### src/rtl/wwvb_pkg.sv
// rtl/wwvb_pkg.sv - shared cell encoding, modulator states and marker positions
package wwvb_pkg;

  typedef enum logic [1:0] {
    CELL_ZERO = 2'b00,
    CELL_ONE  = 2'b01,
    CELL_REF  = 2'b10
  } t_cell_value;

  typedef enum logic [1:0] {
    IDLE = 2'd0,
    LOW  = 2'd1,
    HIGH = 2'd2
  } t_mod_state;

  localparam int N_MARKERS = 7;
  localparam logic [5:0] MARKER_POS [N_MARKERS] = '{6'd0, 6'd9, 6'd19, 6'd29, 6'd39, 6'd49, 6'd59};

  // True when the given second of the minute must carry a marker (REF) cell.
  function automatic logic is_marker_pos(input logic [5:0] sec_idx);
    logic hit;
    hit = 1'b0;
    for (int i = 0; i < N_MARKERS; i++) begin
      if (MARKER_POS[i] == sec_idx) hit = 1'b1;
    end
    return hit;
  endfunction

endpackage

### src/rtl/wwvb_marker_check.sv
// rtl/wwvb_marker_check.sv - sticky marker-position checker, built only with WWVB_MARKER_CHECK_EN
module wwvb_marker_check
  import wwvb_pkg::*;
(
  input  logic       clk,
  input  logic       reset,
  input  logic       strobe,
  input  logic [5:0] sec_idx,
  input  logic [1:0] cur_cell,
  input  logic       err_clr,
  output logic       frame_err
);

  logic cell_is_ref;
  logic mismatch;

  // An invalid cell is treated as a marker, so anything that is not ZERO/ONE counts as REF.
  assign cell_is_ref = (cur_cell != CELL_ZERO) && (cur_cell != CELL_ONE);
  assign mismatch    = strobe && (cell_is_ref != is_marker_pos(sec_idx));

  // Sticky error flag; a new mismatch beats a simultaneous clear.
  always_ff @(posedge clk) begin
    if (reset) begin
      frame_err <= 1'b0;
    end else if (mismatch) begin
      frame_err <= 1'b1;
    end else if (err_clr) begin
      frame_err <= 1'b0;
    end
  end

endmodule

### src/rtl/wwvb_modulator.sv
// rtl/wwvb_modulator.sv - WWVB envelope and gated carrier from the timeframe head cell; marker check under WWVB_MARKER_CHECK_EN
module wwvb_modulator
  import wwvb_pkg::*;
#(
  parameter int TICKS_PER_SEC = 10,
  parameter int ZERO_TICKS    = 2,
  parameter int ONE_TICKS     = 5,
  parameter int REF_TICKS     = 8
) (
  input  logic       clk,
  input  logic       reset,
  input  logic       hb_10Hz,
  input  logic       carrier_clk,
  input  logic       enable,
  input  logic [1:0] cell_in,
  input  logic       err_clr,
  output logic       advance,
  output logic       power_low,
  output logic       wwvb,
  output logic [5:0] sec_idx,
  output logic       busy,
  output logic       cell_err,
  output logic       frame_err
);

  localparam int TW = $clog2(TICKS_PER_SEC);
  localparam logic [TW-1:0] LAST_TICK = TW'(TICKS_PER_SEC - 1);

  t_mod_state    state, state_next;
  logic [TW-1:0] tick_cnt, tick_cnt_next, tick_inc;
  logic [TW-1:0] dur, dur_next;
  logic [1:0]    cur_cell, cur_cell_next;
  logic          power_low_next;
  logic          advance_next;
  logic [5:0]    sec_idx_next;
  logic          cell_err_next;
  logic          start;

  // Reduced-power length for a cell; invalid cells are sent as markers.
  function automatic logic [TW-1:0] cell_dur(input logic [1:0] c);
    case (c)
      CELL_ZERO: cell_dur = TW'(ZERO_TICKS);
      CELL_ONE:  cell_dur = TW'(ONE_TICKS);
      default:   cell_dur = TW'(REF_TICKS);
    endcase
  endfunction

  // State register.
  always_ff @(posedge clk) begin
    if (reset) begin
      state <= IDLE;
    end else begin
      state <= state_next;
    end
  end

  // Next-state decode plus the per-second datapath updates.
  always_comb begin
    state_next     = state;
    tick_cnt_next  = tick_cnt;
    dur_next       = dur;
    cur_cell_next  = cur_cell;
    power_low_next = power_low;
    advance_next   = 1'b0;
    sec_idx_next   = sec_idx;
    cell_err_next  = cell_err & ~err_clr;
    start          = 1'b0;
    tick_inc       = tick_cnt + 1'b1;

    case (state)
      IDLE: begin
        tick_cnt_next  = '0;
        power_low_next = 1'b0;
        if (hb_10Hz && enable) start = 1'b1;
      end
      LOW: begin
        if (hb_10Hz) begin
          tick_cnt_next = tick_inc;
          if (tick_inc == dur) begin
            state_next     = HIGH;
            power_low_next = 1'b0;
          end
        end
      end
      HIGH: begin
        if (hb_10Hz) begin
          if (tick_cnt == LAST_TICK) begin
            if (enable) begin
              start = 1'b1;
            end else begin
              state_next    = IDLE;
              tick_cnt_next = '0;
            end
          end else begin
            tick_cnt_next = tick_inc;
          end
        end
      end
      default: begin
        state_next     = IDLE;
        tick_cnt_next  = '0;
        power_low_next = 1'b0;
      end
    endcase

    // A second start overrides whatever the state branch decided.
    if (start) begin
      state_next     = LOW;
      tick_cnt_next  = '0;
      cur_cell_next  = cell_in;
      dur_next       = cell_dur(cell_in);
      power_low_next = 1'b1;
      advance_next   = 1'b1;
      if (state == IDLE) begin
        sec_idx_next = 6'd0;
      end else if (sec_idx == 6'd59) begin
        sec_idx_next = 6'd0;
      end else begin
        sec_idx_next = sec_idx + 6'd1;
      end
      if (cell_in == 2'b11) cell_err_next = 1'b1;
    end
  end

  // Output and datapath registers; wwvb uses the next envelope so it lines up with power_low.
  always_ff @(posedge clk) begin
    if (reset) begin
      tick_cnt  <= '0;
      dur       <= '0;
      cur_cell  <= CELL_ZERO;
      power_low <= 1'b0;
      wwvb      <= 1'b0;
      advance   <= 1'b0;
      sec_idx   <= 6'd0;
      cell_err  <= 1'b0;
    end else begin
      tick_cnt  <= tick_cnt_next;
      dur       <= dur_next;
      cur_cell  <= cur_cell_next;
      power_low <= power_low_next;
      wwvb      <= carrier_clk & ~power_low_next;
      advance   <= advance_next;
      sec_idx   <= sec_idx_next;
      cell_err  <= cell_err_next;
    end
  end

  assign busy = (state != IDLE);

`ifdef WWVB_MARKER_CHECK_EN
  // advance marks the cycle where cur_cell and sec_idx both hold the new second.
  wwvb_marker_check u_marker_check (
    .clk       (clk),
    .reset     (reset),
    .strobe    (advance),
    .sec_idx   (sec_idx),
    .cur_cell  (cur_cell),
    .err_clr   (err_clr),
    .frame_err (frame_err)
  );
`else
  assign frame_err = 1'b0;
`endif

endmodule

### config.mk
export PLATFORM = sky130hd
export DESIGN_NAME = wwvb_modulator
export DESIGN_NICKNAME = d
export VERILOG_FILES = /design/src/rtl/wwvb_pkg.sv /design/src/rtl/wwvb_marker_check.sv /design/src/rtl/wwvb_modulator.sv
export SDC_FILE = /design/constraint.sdc
export NUM_CORES = 1
export LEC_CHECK = 0
export ABC_CLOCK_PERIOD_IN_PS = 2800
export CORE_MARGIN = 5
export CORE_UTILIZATION = 50
export DETAILED_ROUTE_END_ITERATION = 12
export GPL_ROUTABILITY_DRIVEN = 0
export PLACE_DENSITY = 0.75
export SLEW_MARGIN = 0
export SYNTH_ARGS = -nofsm -noshare
export SYNTH_HDL_FRONTEND = slang
export SYNTH_HIERARCHICAL = 1
export SYNTH_SLANG_ARGS = --single-unit
### constraint.sdc
create_clock -name clk -period 2.8 [get_ports clk]
set_input_delay 0.28 -clock clk [delete_from_list [all_inputs] [get_ports clk]]
set_output_delay 0.28 -clock clk [all_outputs]
set_load 0.005 [all_outputs]
[Yosys cells after proc, flatten, opt, wreduce, memory -nomap -nowiden]
Cells that the tools add are included.
Cells by class
  add/sub/neg operators: 2
  equal/unequal tests: 19
  muxes and demuxes: 27
  bitwise gates (word level): 5
  reduce and logical (&&, ||, !) cells: 8
Operators by type and width (count)
  $ne A3 B3 Y1 const B: 6
  $mux W4: 4
  $pmux W4 S2: 2
  $mux W6: 2
  $ne A2 B2 Y1 const B: 6
  $reduce_and A6 Y1: 2
  $mux W1: 11
  $mux W2: 5
  $add A6 B1 Y6 const B: 1
  $eq A6 B6 Y1 const B: 1
  $pmux W2 S3: 1
  $add A4 B1 Y4 const B: 1
  $eq A2 B1 Y1 const B: 2
  $eq A2 B2 Y1 const B: 2
  $eq A4 B4 Y1: 1
  $eq A4 B4 Y1 const B: 1
  $logic_not A2 Y1: 2
  $pmux W1 S2: 2
  $not A1 Y1: 3
  $reduce_and A3 Y1: 1
  $and A1 B1 Y1: 2
  $reduce_bool A2 Y1: 1
  $reduce_or A2 Y1: 1
  $logic_and A1 B1 Y1: 1
Storage, ports and cells
  register bits: 20
  input port bits: 8
  output and inout bits: 12
  word-level logic and storage cells: 70

[Longest topological paths before layout]
Gate-level depths: netlist (run 1).
  word-level depth: 8
  mapped depth: 8
  mapped depth without buffers: 7

[Least setup slack after synthesis (run 1)]
No wires, ideal clock.
  path kind: register to register
  from: register state[0]
  to: register sec_idx[1]
  library setup time: 0.117 ns
  arrival time: 1.463 ns
  data required time: 2.683 ns
  setup slack: 1.219 ns
  cell stages (with the launch flop): 8
  buffers on the path: 1
  period minus slack after synthesis: 1.581 ns
  path through: dfxtp_1 inv_1 ha_1 and4b_1 buf_6 o2111ai_4 inv_2 a32o_1
Between the ends
  longest elaborated chain between the ends: 2
  elaborated cells on any way between the ends: 4
  those cells by class: eq/ne (1); mux (2); reduce/logical (1)
RTL lines
  start: declaration: RTL line wwvb_modulator.sv:29  | t_mod_state state, state_next;
  start signal: assignment: RTL line wwvb_modulator.sv:53  | state <= state_next;
  $eq A2 B2 Y1 or $logic_not A2 Y1 (tied branches): RTL line wwvb_modulator.sv:70, wwvb_modulator.sv:114
  $pmux W1 S2 or $mux W6 (tied branches): RTL line wwvb_modulator.sv:70, wwvb_modulator.sv:114
  end signal: assignment: RTL line wwvb_modulator.sv:143  | sec_idx <= sec_idx_next;
  end: declaration: RTL line wwvb_modulator.sv:20  | output logic [5:0] sec_idx,
Several ways; a longest one is shown, not always the timed one.
A chain may end at the register's enable or synchronous reset.

[Final worst setup path (run 1)]
  from: register state[0]
  to: output port busy
Between the ends
  longest elaborated chain between the ends: 1
RTL lines
  $reduce_bool A2 Y1: RTL line wwvb_modulator.sv:148  | assign busy = (state != IDLE);
  end: declaration: RTL line wwvb_modulator.sv:21  | output logic busy,
No other way between the ends.

==> results of run 1 <==
power breakdown:
part	internal, mW	switching, mW
registers	0.276	0.00313
logic	0.0339	0.0349
clock network	0.0533	0.0861
total	0.363	0.124
worst reg2reg max path: cells and delay by family, from the launching register on:
family | cells | cell delay, ns
flip-flops | 1 | 0.34
AND/OR/NAND/NOR | 1 | 0.46
buffers and inverters | 1 | 0.10
adder cells (fa/ha/maj) | 1 | 0.25
AO/OA/AOI/OAI | 3 | 0.59
cell usage after synthesis, types with 2 or more instances:
master	number	area, sq um
a21o_1	3	22.5
a22o_1	2	17.5
nand2_1	6	22.5
o31ai_1	2	15.0
nor4b_2	2	30.0
inv_1	8	30.0
nand2b_1	4	25.0
o211ai_2	2	25.0
xnor2_1	2	17.5
xor2_1	3	26.3
mux2i_1	2	20.0
nor2_1	5	18.8
dfxtp_1	19	380
nand3_1	5	25.0
a32o_1	2	20.0
o211ai_1	2	15.0
a21oi_1	2	10.0
ha_1	6	75.1
and4bb_2	2	25.0
and3_1	2	12.5
o21ai_0	5	25.0
through the flow:
step	cell area [sq um]	power, mW	util	std cells
floorplan	1080	0.327	-	110
global route	1300	0.511	0.644	156
finish	1300	0.488	0.644	156
detailed placement	1270	0.355	0.630	152
CTS	1300	0.495	0.644	156
global placement	1270	0.354	0.630	152
registers in the layout (all words and copies together) (netlist names):
register   flops
sec_idx        6
tick_cnt       4
dur            3
state          2
advance        1
cell_err       1
power_low      1
wwvb           1
layer usage:
layer,up-vias,GRT usage,part of all wire
li1,446,-,-
met1,406,0.189,0.50
met2,15,0.221,0.44
met3,4,0.0344,0.040
met4,0,0.0712,0.017
met5,-,0,0
cells by family after synthesis:
| group | count (synthesis) | share of synthesized area |
|---|---|---|
| AO/OA/AOI/OAI | 33 | 0.277 |
| XOR/XNOR | 5 | 0.0404 |
| adder cells (fa/ha/maj) | 6 | 0.0693 |
| buffers and inverters | 12 | 0.0531 |
| flip-flops | 19 | 0.351 |
| multiplexers | 2 | 0.0185 |
| other | 1 | 0.00346 |
| AND/OR/NAND/NOR | 32 | 0.187 |
how the worst max path moves through the flow:
stage,slack [ns],depth (start not counted),endpoint
6_report,0.75,4,busy
5_1_grt,0.62,4,busy
4_1_cts,0.72,4,busy
3_5_place_dp,0.93,5,state[1]$_SDFFE_PP0P_
3_3_place_gp,0.94,5,state[0]$_SDFFE_PP0P_
2_1_floorplan,1.22,7,sec_idx[1]$_SDFFE_PP0P_
cell type report:
class	count	area, sq um	share of cell area
clock buffers	3	22.5	0.0173
flip-flops and latches	19	380	0.292
clock inverters	1	5.00	0.00385
repair buffers	18	180	0.138
well taps	27	33.8	0.0260
inverters	9	33.8	0.0260
multi-input cells	79	646	0.496
==> impl_metrics.py, run 1 <==
metrics = {
    "sta": {
        "finClkSkew_ns": 0.00418,
        "hold_violations": 0,
        "fmax_ghz": 0.487,
        "fin_crit_ns": 2.05,
        "finalMaxSlewViolations": 0,
        "tns_ns": 0,
        "whs_ns": 0.477,
        "finalSetupViolations": 0,
        "finalCritPeriodShare": 0.733,
        "worst_slack_ns": 0.747,
        "grt_setup_unrepaired": "false",
    },
    "worst_setup_path": {
        "reg2reg_to": "sec_idx[3]$_SDFFE_PP0P_",
        "cp.buffers_inverters": 3,
        "r2r_cells": 6,
        "cp-start-kind": "register",
        "reg2reg_from": "state[0]$_SDFFE_PP0P_",
        "cp-startpoint": "state[0]$_SDFFE_PP0P_",
        "reg2reg_setup_slack_ns": 1.03,
        "cp_common_cell": "inv_1",
        "end_kind": "primary output",
        "critPathMaxStageDelay_ns": 0.53,
        "crit_path_top_delay_cell": "clkdlybuf4s50_1",
        "critPathKind": "reg -> out",
        "crit_arrival_ns": 1.77,
        "required_ns": 2.52,
        "cp_cell_sequence": "inv_1 -> ha_1 -> inv_1 -> clkdlybuf4s50_1",
        "crit_family": "buffers and inverters",
        "path_max_fanout": 5,
    },
    "layout": {
        "drive_gt1_frac": 0.124,
        "nNetsFinal": 144,
        "diodes": 0,
        "mostFrequentLayoutCells": "19 x dfxtp_1, 18 x clkdlybuf4s50_1, 8 x inv_1, 6 x nand2_1, 6 x ha_1",
        "mostFrequentLayoutCell": "dfxtp_1",
        "fill_cells": 183,
        "synthToLayoutAreaGrowth_pct": 20.1,
    },
    "global_route": {
        "overflow": 0,
        "grt_pass1_vias": 858,
        "grt_start_max_net_pins": 12,
        "grt_first_pass_wirelength_microns": 3730,
        "grt_antenna_before_repair": 0,
        "grt_usage": 0.145,
    },
    "drt": {
        "wire_per_inst_microns": 13.1,
        "vias_per_cell": 5.58,
        "drt_wl_total_microns": 2050,
        "drt.antenna.violating_nets": 0,
        "firstDrtPassIters": 4,
        "drt_iter0_markers": 18,
        "drc": 0,
        "vias": 871,
    },
    "outcome": {
        "status": "complete, no violations",
    },
    "die": {
        "die_y_microns": 56.6,
        "die_area_sq_mm": 0.00320,
        "start_util": 0.536,
        "core_sq_mm": 0.00202,
        "rows": 16,
        "ios": 20,
        "dieWidth_microns": 56.6,
    },
    "synthesis": {
        "synth-seq-area-share": 0.351,
        "synthFlopType": "dfxtp_1",
        "ys_ff_latch": 19,
        "async_flop_share": 0,
        "syn-cell-area_sq_mm": 0.00108,
        "synth.avg_cell_area_sq_um": 9.85,
        "synth_edf_count": 0,
        "synth_fp_nets": 124,
        "syn_inst": 110,
        "yosysWarningCount": 6,
        "synth.distinct_cells": 45,
    },
    "min_path": {
        "worstHoldStart": "dur[1]$_SDFFE_PP0P_",
        "whs_path_depth": 2,
        "min_to": "dur[1]$_SDFFE_PP0P_",
        "hp-class": "reg -> reg",
    },
    "job": {
        "cap_violations": 0,
    },
    "place": {
        "pre_cts_slack_ns": 0.933,
        "io_buffer_count": 18,
        "hpwl_microns": 1560,
    },
    "power_and_ir_drop": {
        "peakVddDrop_mv": 0.272,
        "leakagePower_nw": 0.519,
        "powerDensity_mw_per_mm2": 375,
    },
    "clock_network": {
        "clock_path_buffers": 2,
        "cts_sinks": 19,
        "clockRootBuffer": "clkbuf_4",
        "clk_latency_ns": 0.30,
        "cts_made_buffers": 3,
        "cts_resized": 0,
        "path_clk_slew_ns": 0.11,
        "cts_tree": "done",
        "postCtsSetupBuffers": 0,
        "htreeDepth": 1,
        "cts_hold_buf": 0,
    },
}
No activity file was read; power rests on OpenSTA's default activity.
==> inputs of run 2 (changes only) <==
- ABC_CLOCK_PERIOD_IN_PS: 2800 -> 1910
- clock period: 2.8 -> 1.91 ns (I/O delays scaled with it)
==> run 2 against run 1 <==
Flip-flop and latch count is the same. Worst hold slack worse by 0.045 ns. Via count is 3.7% higher. Power grew 48%. Sequential power grew 47%. Clock power rose by 49%. First-iteration DRC count fell by 44%. Highest routed layer unchanged.
==> impl_metrics.py, run 2 (synthesized netlist as in run 1, its figures left out) <==
metrics = {
    "outcome": {
        "status": "complete, no violations",
    },
    "place": {
        "dpl-instance-area_sq_mm": 0.00128,
        "pre_cts_slack_ns": 0.139,
        "hpwl_microns": 1770,
        "io_buffer_count": 18,
    },
    "global_route": {
        "overflow": 0,
        "met3_usage": 0.0367,
        "grtUsageMet1": 0.197,
        "grt_pass1_vias": 875,
        "grt_antenna_before_repair": 0,
        "top_usage_layer": "met2",
        "grt_first_pass_wirelength_microns": 3930,
        "grt_usage": 0.157,
        "grt_start_max_net_pins": 11,
        "use_met2": 0.239,
    },
    "worst_setup_path": {
        "critPathKind": "reg -> out",
        "required_ns": 1.72,
        "path_max_fanout": 5,
        "critPathMaxStageDelay_ns": 0.50,
        "crit_family": "buffers and inverters",
        "crit_path_top_delay_cell": "clkdlybuf4s50_1",
        "cp.buffers_inverters": 3,
        "cp_cell_sequence": "inv_1 -> ha_2 -> inv_2 -> clkdlybuf4s50_1",
        "cp-start-kind": "register",
        "end_kind": "primary output",
        "crit_arrival_ns": 1.59,
    },
    "clock_network": {
        "cts_made_buffers": 3,
        "cts_tree": "done",
        "htreeDepth": 1,
        "clk_latency_ns": 0.30,
        "clock_path_buffers": 2,
        "clockRootBuffer": "clkbuf_4",
        "path_clk_slew_ns": 0.11,
        "cts_sinks": 19,
    },
    "drt": {
        "wire_per_inst_microns": 14.2,
        "vias": 903,
        "drc": 0,
        "drt_iter0_markers": 10,
        "drt_wl_total_microns": 2220,
        "vias_per_cell": 5.75,
        "drt.antenna.violating_nets": 0,
        "firstDrtPassIters": 4,
    },
    "sta": {
        "finalMaxSlewViolations": 0,
        "hold_violations": 0,
        "finalSetupViolations": 0,
        "grt_setup_unrepaired": "false",
        "finClkSkew_ns": 0.00455,
        "tns_ns": 0,
        "finalCritPeriodShare": 0.931,
        "fmax_ghz": 0.562,
        "worst_slack_ns": 0.132,
        "fin_crit_ns": 1.78,
    },
    "layout": {
        "fill_cells": 182,
        "mostFrequentLayoutCell": "dfxtp_1",
        "largest_register_ffs": 6,
        "diodes": 0,
        "fin_util": 0.648,
        "drive_gt1_frac": 0.138,
        "synthToLayoutAreaGrowth_pct": 20.9,
        "nNetsFinal": 145,
        "top_regs": "sec_idx x6, tick_cnt x4, dur x3",
        "regMostFlops": "sec_idx",
        "fin_area_sq_mm": 0.00131,
        "mostFrequentLayoutCells": "19 x dfxtp_1, 18 x clkdlybuf4s50_1, 7 x inv_1, 6 x nand2_1",
    },
    "die": {
        "rows": 16,
        "core_sq_mm": 0.00202,
        "die_area_sq_mm": 0.00320,
        "die_y_microns": 56.6,
        "ios": 20,
        "dieWidth_microns": 56.6,
        "start_util": 0.536,
    },
    "power_and_ir_drop": {
        "peakVddDrop_mv": 0.447,
        "p_switching_mw": 0.185,
        "power_frac_seq": 0.566,
        "powerDensity_mw_per_mm2": 552,
        "comb_power_share": 0.147,
        "power.internal_mw": 0.538,
        "p_sw_frac": 0.256,
        "leakagePower_nw": 0.518,
        "pwr-share-clk": 0.287,
        "totalPowerFinal_mw": 0.723,
    },
    "min_path": {
        "hp-class": "in -> reg",
    },
    "job": {
        "cap_violations": 0,
    },
}
==> run 2: cell count changes in the layout (fill, tap and decap cells not counted), sizes merged <==
cell / delta
clkinv: -1
clkbuf: +1
buf: +1
==> run 2: layer usage <==
metal	up-vias	wire, microns
met2	23	986
met3	8	112
met1	425	1050
met5	-	0
li1	447	-
met4	0	77
==> run 2: path summary, 6_finish.rpt <==
path                            startpoint                      end  slack [ns]  cells after the start
setup / recovery     state[0]$_SDFFE_PP0P_                     busy        0.13                      4
hold / removal                 carrier_clk          wwvb$_SDFF_PP0_        0.43                      2
setup reg to reg  tick_cnt[0]$_SDFFE_PP0P_  sec_idx[3]$_SDFFE_PP0P_        0.16                      5
hold reg to reg        cell_err$_SDFF_PP0_      cell_err$_SDFF_PP0_        0.48                      2
==> run 2: power groups by stage <==
stage	Clock (mW)	Combinational, mW	Sequential [mW]
4_1_cts	0.214	0.106	0.409
3_3_place_gp	0	0.103	0.419
5_1_grt	0.238	0.116	0.411
6_report	0.207	0.107	0.409
3_5_place_dp	0	0.105	0.418
2_1_floorplan	0	0.0606	0.418
==> run 2: final cells by class <==
type,instances,area (sq um),share of cell area
tap,27,33.8,0.0258
timing repair buffer,19,188,0.143
clock buffer,4,26.3,0.0201
sequential,19,380,0.290
inverter,9,33.8,0.0258
multi-input combinational,79,648,0.495
==> run 2: timing repair <==
action | in CTS | in global routing
resized for setup | 1 | 1
setup buffers | 0 | 0
gates cloned | 0 | 0
endpoints found under the hold margin | 0 | 0
hold buffers | 0 | 0
endpoints found under the setup margin | 1 | 1
==> run 2: worst reg2reg max path: cells and delay by family (launching register included) <==
kind,cells,cell delay [ns]
simple gates,1,0.43
compound gates,3,0.59
fa+ha+maj,1,0.23
flops,1,0.45
==> run 2: stage by stage <==
step           std cells  hold WS [ns]
2_1_floorplan        110         0.292
3_3_place_gp         153         0.475
3_5_place_dp         153         0.471
4_1_cts              157         0.429
5_1_grt              157         0.422
6_report             157         0.432
==> inputs of run 3 (changes only) <==
- ABC_CLOCK_PERIOD_IN_PS: 1910 -> 1800
- clock period: 1.91 -> 1.8 ns (I/O delays scaled with it)
==> run 3 against run 2 <==
Worst hold slack lost 0.011 ns. Clock power grew 7%. Register-to-register slack lost 0.12 ns. Wire length grew 2.6%.
==> impl_metrics.py, run 3 (synthesized netlist as in run 1, its figures left out) <==
metrics = {
    "die": {
        "core_sq_mm": 0.00202,
        "ios": 20,
        "dieWidth_microns": 56.6,
        "rows": 16,
        "start_util": 0.536,
        "die_area_sq_mm": 0.00320,
        "die_y_microns": 56.6,
    },
    "place": {
        "placed_cells": 156,
        "hpwl_microns": 1740,
        "dpl-instance-area_sq_mm": 0.00130,
        "io_buffer_count": 18,
    },
    "layout": {
        "diodes": 0,
        "nNetsFinal": 149,
        "fin_area_sq_mm": 0.00138,
        "synthToLayoutAreaGrowth_pct": 27.1,
        "fill_cells": 162,
        "top_regs": "sec_idx x6, tick_cnt x4, dur x3",
        "mostFrequentLayoutCells": "17 x dfxtp_1, 17 x clkdlybuf4s50_1, 7 x inv_1, 6 x nand2_1",
        "multi_input_area_sq_um": 679,
        "regMostFlops": "sec_idx",
        "drive_gt1_frac": 0.216,
        "regArea_sq_um": 383,
        "layout.cells.non_filler": 161,
        "largest_register_ffs": 6,
    },
    "clock_network": {
        "clockRootBuffer": "clkbuf_4",
        "clk_latency_ns": 0.30,
        "cts_tree": "done",
        "cts_made_buffers": 3,
        "clock_path_buffers": 2,
        "cts_sinks": 19,
        "cts_hold_buf": 0,
        "htreeDepth": 1,
        "path_clk_slew_ns": 0.11,
    },
    "sta": {
        "whs_ns": 0.421,
        "hold_violations": 0,
        "fmax_ghz": 0.569,
        "fin_crit_ns": 1.76,
        "finClkSkew_ns": 0.00196,
        "finalMaxSlewViolations": 0,
        "finalCritPeriodShare": 0.976,
        "finalSetupViolations": 0,
        "grt_setup_unrepaired": "true",
    },
    "min_path": {
        "hp-class": "in -> reg",
        "whs_path_depth": 2,
        "min_to": "wwvb$_SDFF_PP0_",
        "worstHoldStart": "carrier_clk",
    },
    "worst_setup_path": {
        "critPathKind": "reg -> reg",
        "reg2reg_from": "tick_cnt[0]$_SDFFE_PP0P_",
        "path_max_fanout": 6,
        "r2r_cells": 5,
        "end_kind": "register",
        "reg2reg_to": "wwvb$_SDFF_PP0_",
        "reg2reg_setup_slack_ns": 0.04,
        "crit_arrival_ns": 2.01,
        "cp-start-kind": "register",
        "required_ns": 2.05,
    },
    "global_route": {
        "grt_antenna_before_repair": 0,
        "overflow": 0,
        "grt_start_max_net_pins": 12,
        "grt_usage": 0.157,
        "grt_pass1_vias": 878,
        "grt_first_pass_wirelength_microns": 3950,
    },
    "drt": {
        "vias_per_cell": 5.55,
        "drt.antenna.violating_nets": 0,
        "wire_per_inst_microns": 14.2,
        "vias": 893,
        "drc": 0,
        "drt_wl_total_microns": 2280,
        "drt_iter0_markers": 7,
        "firstDrtPassIters": 4,
    },
    "power_and_ir_drop": {
        "leakagePower_nw": 0.563,
        "peakVddDrop_mv": 0.522,
        "powerDensity_mw_per_mm2": 570,
    },
    "job": {
        "cap_violations": 0,
    },
    "outcome": {
        "status": "complete, no violations",
    },
}
==> run 3: timing repair <==
| item | CTS | global route |
|---|---|---|
| gates resized for setup | 4 | 7 |
| buffers inserted | 0 | 1 |
| pin swaps | 0 | 2 |
| setup endpoints to repair | 1 | 8 |
==> run 3: stage by stage <==
stage	setup TNS (ns)	power (mW)	setup slack, ns	utilization
CTS	0	0.788	0.00798	0.666
floorplan	0	0.508	0.219	-
global route	-0.0482	0.829	-0.0235	0.681
finish	0	0.785	0.0440	0.681
detailed placement	0	0.561	0.0156	0.645
global placement	0	0.559	0.0338	0.645
==> run 3: final cells by class <==
cell class                 instances  area share
clock buffer                       3      0.0163
clock inverter                     1     0.00363
multi-input combinational         79       0.493
sequential                        19       0.278
inverter                           9      0.0245
timing repair buffer              23       0.160
tap                               27      0.0245
==> run 3: power by group <==
group          switching [mW]  internal, mW  leakage [nW]
Combinational          0.0626        0.0658         0.390
Sequential            0.00508         0.430         0.155
Clock                   0.139        0.0828        0.0177
Total                   0.207         0.579         0.563
==> run 3: how the worst max path moves through the flow <==
stage | startpoint | endpoint | slack, ns
after global placement | hb_10Hz | state[1]$_SDFFE_PP0P_ | 0.03
after detailed placement | hb_10Hz | state[1]$_SDFFE_PP0P_ | 0.02
after global routing | state[0]$_SDFFE_PP0P_ | state[1]$_SDFFE_PP0P_ | -0.02
after CTS | state[0]$_SDFFE_PP0P_ | tick_cnt[2]$_SDFFE_PP0P_ | 0.008
after floorplan | state[0]$_SDFFE_PP0P_ | sec_idx[1]$_SDFFE_PP0P_ | 0.22
final | tick_cnt[0]$_SDFFE_PP0P_ | wwvb$_SDFF_PP0_ | 0.04
==> run 3: layer usage <==
metal,global-route usage,vias to the layer above,part of all wire
met1,0.194,415,0.49
met3,0.0344,4,0.039
met5,0,-,0
met4,0.0780,0,0.015
li1,-,457,-
met2,0.252,17,0.45
==> run 3: critical path, cell delays in order (launching register included) <==
cell and delay (ns):
dfxtp_1 0.45, ha_1 0.24, xor2_1 0.20, mux2i_1 0.29, nor4b_2 0.33, o211a_1 0.20
